--- src/rtl/ni_rx_sync.sv ---
// Receive stage: QDI 1-of-4 flit input to a synchronous valid/ready FIFO output.
// Optional code checking (err output, lowest-rail decode) is enabled by defining NI_RX_CHECK_EN.
module ni_rx_sync #(
  parameter int unsigned DW    = 32,
  parameter int unsigned SCN   = DW / 2,
  parameter int unsigned FT    = 3,
  parameter int unsigned DEPTH = 4,
  parameter int unsigned SYNC  = 2
) (
  input  logic                     clk,
  input  logic                     rst_n,
  input  logic [SCN-1:0]           di0,
  input  logic [SCN-1:0]           di1,
  input  logic [SCN-1:0]           di2,
  input  logic [SCN-1:0]           di3,
  input  logic [FT-1:0]            dit,
  output logic                     dia,
  output logic [DW-1:0]            dout,
  output logic [FT-1:0]            dout_ft,
  output logic                     dout_vld,
  input  logic                     dout_rdy,
  output logic [$clog2(DEPTH):0]   level,
  output logic                     err
);

  localparam int unsigned AW = $clog2(DEPTH);
  localparam int unsigned LW = AW + 1;

  typedef enum logic [1:0] {StIdle, StAck, StRtz} state_e;

  state_e           state_q;
  logic             dia_q;
  logic [SYNC-1:0]  full_sync_q, null_sync_q;
  logic             full_c, null_c, full_s, null_s;
  logic [DW-1:0]    dec_data;
  logic [FT-1:0]    dec_ft;
  logic             wr, rd, fifo_full;

  logic [DW-1:0]    mem_data [DEPTH];
  logic [FT-1:0]    mem_ft   [DEPTH];
  logic [LW-1:0]    wptr_q, wptr_d, rptr_q, rptr_d, level_q, level_d;
  logic [DW-1:0]    dout_q, dout_d;
  logic [FT-1:0]    dout_ft_q, dout_ft_d;
  logic             dout_vld_q;

  assign full_c = (&(di0 | di1 | di2 | di3)) & (|dit);
  assign null_c = ~(|{di0, di1, di2, di3, dit});
  assign full_s = full_sync_q[SYNC-1];
  assign null_s = null_sync_q[SYNC-1];

  always_ff @(posedge clk or negedge rst_n) begin
    if (!rst_n) begin
      full_sync_q <= '0;
      null_sync_q <= '0;
    end else begin
      full_sync_q <= {full_sync_q[SYNC-2:0], full_c};
      null_sync_q <= {null_sync_q[SYNC-2:0], null_c};
    end
  end

`ifdef NI_RX_CHECK_EN
  logic [SCN-1:0] multi_rail;
  logic           code_err;
  logic           err_q;

  always_comb begin
    dec_data   = '0;
    multi_rail = '0;
    for (int k = 0; k < SCN; k++) begin
      if (di0[k])      dec_data[2*k +: 2] = 2'd0;
      else if (di1[k]) dec_data[2*k +: 2] = 2'd1;
      else if (di2[k]) dec_data[2*k +: 2] = 2'd2;
      else             dec_data[2*k +: 2] = 2'd3;
      multi_rail[k] = (di0[k] & (di1[k] | di2[k] | di3[k])) | (di1[k] & (di2[k] | di3[k])) |
                      (di2[k] & di3[k]);
    end
    // Keep only the lowest set type bit.
    dec_ft   = dit & (~dit + FT'(1));
    code_err = (|multi_rail) | ((dit & (dit - FT'(1))) != '0);
  end

  always_ff @(posedge clk or negedge rst_n) begin
    if (!rst_n)                err_q <= 1'b0;
    else if (wr && code_err)   err_q <= 1'b1;
  end

  assign err = err_q;
`else
  always_comb begin
    dec_data = '0;
    for (int k = 0; k < SCN; k++) begin
      dec_data[2*k]   = di1[k] | di3[k];
      dec_data[2*k+1] = di2[k] | di3[k];
    end
    dec_ft = dit;
  end

  assign err = 1'b0;
`endif

  assign fifo_full = (level_q == LW'(DEPTH));
  assign wr        = (state_q == StIdle) && full_s && !fifo_full;
  assign rd        = dout_vld_q & dout_rdy;

  always_ff @(posedge clk or negedge rst_n) begin
    if (!rst_n) begin
      state_q <= StIdle;
      dia_q   <= 1'b0;
    end else begin
      case (state_q)
        StIdle: if (wr) begin
          state_q <= StAck;
          dia_q   <= 1'b1;
        end
        StAck: if (null_s) begin
          state_q <= StRtz;
          dia_q   <= 1'b0;
        end
        // One dead cycle so a stale full_s cannot cause a second capture.
        StRtz: state_q <= StIdle;
        default: begin
          state_q <= StIdle;
          dia_q   <= 1'b0;
        end
      endcase
    end
  end

  always_ff @(posedge clk) begin
    if (wr) begin
      mem_data[wptr_q[AW-1:0]] <= dec_data;
      mem_ft[wptr_q[AW-1:0]]   <= dec_ft;
    end
  end

  always_comb begin
    wptr_d    = wptr_q;
    rptr_d    = rptr_q;
    level_d   = level_q;
    dout_d    = dout_q;
    dout_ft_d = dout_ft_q;
    if (wr) wptr_d = wptr_q + LW'(1);
    if (rd) rptr_d = rptr_q + LW'(1);
    if (wr && !rd)      level_d = level_q + LW'(1);
    else if (!wr && rd) level_d = level_q - LW'(1);
    if (level_d != '0) begin
      // The entry being written becomes head only when nothing else remains.
      if (wr && (level_q == LW'(rd))) begin
        dout_d    = dec_data;
        dout_ft_d = dec_ft;
      end else begin
        dout_d    = mem_data[rptr_d[AW-1:0]];
        dout_ft_d = mem_ft[rptr_d[AW-1:0]];
      end
    end
  end

  always_ff @(posedge clk or negedge rst_n) begin
    if (!rst_n) begin
      wptr_q     <= '0;
      rptr_q     <= '0;
      level_q    <= '0;
      dout_q     <= '0;
      dout_ft_q  <= '0;
      dout_vld_q <= 1'b0;
    end else begin
      wptr_q     <= wptr_d;
      rptr_q     <= rptr_d;
      level_q    <= level_d;
      dout_q     <= dout_d;
      dout_ft_q  <= dout_ft_d;
      dout_vld_q <= (level_d != '0);
    end
  end

  assign dia      = dia_q;
  assign dout     = dout_q;
  assign dout_ft  = dout_ft_q;
  assign dout_vld = dout_vld_q;
  assign level    = level_q;

endmodule
--- config.mk ---
export PLATFORM = sky130hd
export DESIGN_NAME = ni_rx_sync
export DESIGN_NICKNAME = d
export VERILOG_FILES = /design/src/rtl/ni_rx_sync.sv
export SDC_FILE = /design/constraint.sdc
export NUM_CORES = 1
export LEC_CHECK = 0
export ABC_CLOCK_PERIOD_IN_PS = 2400
export CAP_MARGIN = 20
export CORE_UTILIZATION = 51
export DETAILED_ROUTE_END_ITERATION = 7
export PLACE_DENSITY = 0.86
export SYNTH_ARGS = -nofsm -noshare
export SYNTH_HDL_FRONTEND = slang
export SYNTH_SLANG_ARGS = --single-unit
--- constraint.sdc ---
create_clock -name clk -period 2.4 [get_ports clk]
set_input_delay 0.24 -clock clk [delete_from_list [all_inputs] [get_ports clk]]
set_output_delay 0.24 -clock clk [all_outputs]
set_load 0.05 [all_outputs]
==> PnR_summary.wiki <==
{| class="wikitable"
! Metric !! Value
|-
| Run status || finished, final reports clean
|-
| Nature of the critical path endpoint || flip-flop
|-
| Startpoint class of the critical path || flip-flop
|-
| Routed metal-1 wirelength || 8.88 mm
|-
| Setup clock skew after layout || 8.96 ps
|-
| Aggregate negative setup slack || 0 ps
|-
| Highest layer used for signal routing || met4
|-
| Share of final-layout standard cells stronger than drive strength 1 || 0.276
|-
| Hold WC Path Type || in -> async
|-
| Clock Root Buffer || clkbuf_16
|-
| H-tree depth reported by CTS || 4
|-
| Count of standard-cell rows || 48
|-
| Worst-Margin Slew || 707 ps
|-
| Number of vias per cell || 6.20
|-
| Number of nets produced by synthesis || 750
|-
| Met3 layer wire length in the routed design || about 1.5 mm
|-
| Clock-pin transition on the worst setup and hold timing paths || approximately 70 ps
|-
| Max stage delay on crit path || 510 ps
|-
| FF+latch count, synth || 190
|-
| Die footprint || 18,700 µm²
|-
| Worst slew slack as a fraction of its limit || 0.524
|-
| Area share of xor/xnor cells in the synthesized design || 0.00379
|-
| Clock insertion delay at the later pin of the skew report || 430 ps
|-
| Category of the critical setup timing path || reg -> reg
|-
| Boundary pin count || 111
|-
| Required time worst endpoint || about 2700 ps
|-
| Final wirelength || between 20 and 25 mm
|-
| Per-instance average area after synthesis || 13.7 µm²
|-
| Effective utilization at floorplan || 0.529
|-
| Critical path cell sequence || inv_2 -> ha_4 -> nand2_4 -> nand2_2 -> or4_4 -> a31oi_4 -> buf_12 -> clkbuf_16 -> mux2_2
|-
| Compound-Gate Fraction of Synth Area || 0.0906
|-
| Leading cell types by total area after synthesis || edfxtp_1 (45%), dfrtp_1 (14%), mux2_2 (13%)
|-
| Post-synthesis adder-cell area fraction || 0.0106
|-
| Maximum number of pins on one net before global-route repair || 61
|-
| Area of the multi-input gates || 3610 µm²
|-
| Remaining antenna violation count after routing || 0
|-
| Achievable Freq || 423 MHz
|-
| Vias post-DR || between 6,000 and 7,000
|-
| Post-synthesis instance area || 9240 µm²
|-
| Sequential share of the synthesized area || 0.590
|-
| Final worst-path cycle share || 0.985
|-
| Largest fanout on the critical path || 8
|-
| GRT Total Usage || 0.257
|-
| Post-layout util || 0.659
|-
| Placeable core region || around 17,000 µm²
|-
| FILL cells || 1,151
|-
| Synthesized netlist cell count || 673
|-
| Wire length of the first global-routing pass || 35.3 mm
|-
| Number of buffers inserted by port buffering || around 110
|-
| Worst-case clock buffer depth || 2
|-
| P&R area growth vs syn || 24.6%
|-
| Synth Warn # || 0
|-
| TritonCTS clock tree || done
|-
| Initial detailed-routing violation count || 533
|-
| Maximum ir drop on the vdd rail || 0.713 mV
|-
| Final nets || 878
|-
| Arr. time, crit path || 2680 ps
|-
| Weighted congestion at the end of routability-driven global placement || 0.785
|-
| Number of distinct standard cells referenced by the synthesized netlist || 40
|-
| LEAKAGE || between 4 and 5 nW
|-
| Post-synthesis mux area share || 0.207
|-
| Worst Hold Margin || 265 ps
|-
| Chip Width || approximately 140 µm
|-
| Drc violations || 0
|-
| Post-synthesis share of cell area spent on and, or, nand and nor gates || 0.0736
|-
| Yosys top cell by area || edfxtp_1
|-
| FF+latch area || between 5000 and 6000 µm²
|-
| Detail-routed net length per standard cell || 22.2 µm
|-
| DIE HEIGHT || 137 µm
|-
| Antenna violations before repair || 0
|-
| Post-synth top area share || 0.455
|-
| Detailed-routing iteration count for the pre-antenna-repair pass || 5
|-
| Max-slew violation total from the final report || 0
|-
| Power per standard cell area || 1190 nW/µm²
|-
| Critical-path cell with the highest stage delay || or4_4
|-
| Vias in the first global route || 6,769
|-
| Min cycle time layout || ~2400 ps
|-
| Max_cap viols || 0
|-
| Hold Fails Final Rpt || 0
|-
| Sink Count || 190
|-
| Overall power after layout || 13.7 mW
|-
| Total overflow reported by the global router || 0
|-
| # diodes || 0
|-
| Detailed route wirelength on metal2 || 12.1 mm
|-
| CTS buffer count || 17
|-
| Combinational family with the most area after synthesis || multiplexers
|-
| Setup violations, final || 0
|-
| Post-detailed-placement half-perimeter wirelength || 14.4 mm
|}
-- metrics by stage --
| step | std cells | cell area, µm² | setup slack [ps] |
|---|---|---|---|
| final | 1039 | 11500 | 35.0 |
| after global routing | 1039 | 11500 | -40.4 |
| after CTS | 1031 | 11400 | 31.0 |
| after detailed placement | 998 | 10900 | 12.9 |
| after global placement | 998 | 10900 | 46.3 |
| after floorplan | 673 | 9270 | -20.0 |
-- where the power goes --
| part | internal [mW] | switching (mW) | leakage (nW) |
|---|---|---|---|
| Clock | 1.41 | 1.16 | 0.249 |
| Sequential | 4.07 | 0.361 | 1.80 |
| Combinational | 3.13 | 3.61 | 2.08 |
| Total | 8.61 | 5.13 | 4.14 |
-- cells by family after synthesis --
kind of cell	after synthesis
simple gates	126
buf+inv	49
compound gates	117
mux	178
flops	190
other cells	1
xor+xnor	4
fa+ha+maj	8
-- cell usage after synthesis (all sizes together) --
| library cell | n |
|---|---|
| and2 | 4 |
| nand2b | 1 |
| a221o | 35 |
| or3 | 5 |
| a31oi | 1 |
| nand3b | 2 |
| a21bo | 2 |
| dfrtp | 50 |
| and3 | 4 |
| inv | 6 |
| nand3 | 3 |
| or4 | 1 |
| o21a | 1 |
| nor4b | 1 |
| nor3b | 1 |
| maj3 | 1 |
| clkbuf | 29 |
| a311oi | 1 |
| nor2 | 41 |
| nor4 | 12 |
| a21oi | 35 |
| xnor2 | 4 |
| o21ai | 7 |
| nand2 | 8 |
| ha | 7 |
| conb | 1 |
| mux2 | 106 |
| buf | 14 |
| or2 | 32 |
| edfxtp | 140 |
| nor3 | 5 |
| mux2i | 72 |
| o22ai | 35 |
| nand4 | 6 |
-- layout by cell type, fill, tap and decap left out, types with 13 or more instances in the layout --
master           netlist  routed
edfxtp_1             140     140
clkdlybuf4s50_1        0     108
mux2_2               103     103
mux2i_1               72      72
dfrtp_1               50      46
nor2_1                41      40
o22ai_1               35      35
a221o_1               35      35
a21oi_1               35      35
or2_2                 32      32
buf_4                  1      26
clkbuf_16              0      19
buf_12                 0      13
-- worst paths after layout --
check                               start              to  slack, ps  cells after the start
min in group clk           full_sync_q[0]  full_sync_q[1]        370                      0
min reg2reg                full_sync_q[0]  full_sync_q[1]        370                      0
max in group asynchronous           rst_n       rptr_q[0]       1550                      3
max reg2reg                      level[0]      dout_ft[0]         30                      9
min                                 rst_n         dout[8]        260                      2
max                              level[0]      dout_ft[0]         30                      9
-- flip-flops by register name, indices dropped and copies added, names as in the netlist, 3 cells and up --
register	flops
level	3
mem_ft	12
dout	32
mem_data	128
dout_ft	3
-- layout make-up --
type | count | share of cell area
clock inverters | 13 | 0.00858
well taps | 225 | 0.0244
clock buffers | 19 | 0.0376
multi-input cells | 434 | 0.313
flip-flops and latches | 190 | 0.474
repair buffers | 152 | 0.140
inverters | 6 | 0.00196
-- routing by layer --
metal  GRT usage  vias to the layer above
met1       0.308                     3204
met5           0                        -
met2       0.441                      313
met3      0.0470                       55
met4       0.135                        0
li1            -                     2873
-- timing repair --
item,in CTS,in global routing
setup endpoints to repair,0,35
setup buffers,0,5
gates resized for setup,0,3
hold buffers,1,0
hold endpoints to repair,12,0
-- worst max-delay path, delay by kind of cell (launching register included) --
kind                     cells  cell delay, ps
multiplexers                 1             330
flip-flops                   1             410
adder cells (fa/ha/maj)      1             180
AO/OA/AOI/OAI                1             210
buffers and inverters        3             410
AND/OR/NAND/NOR              3             700
(Power assumes the default switching activity.)
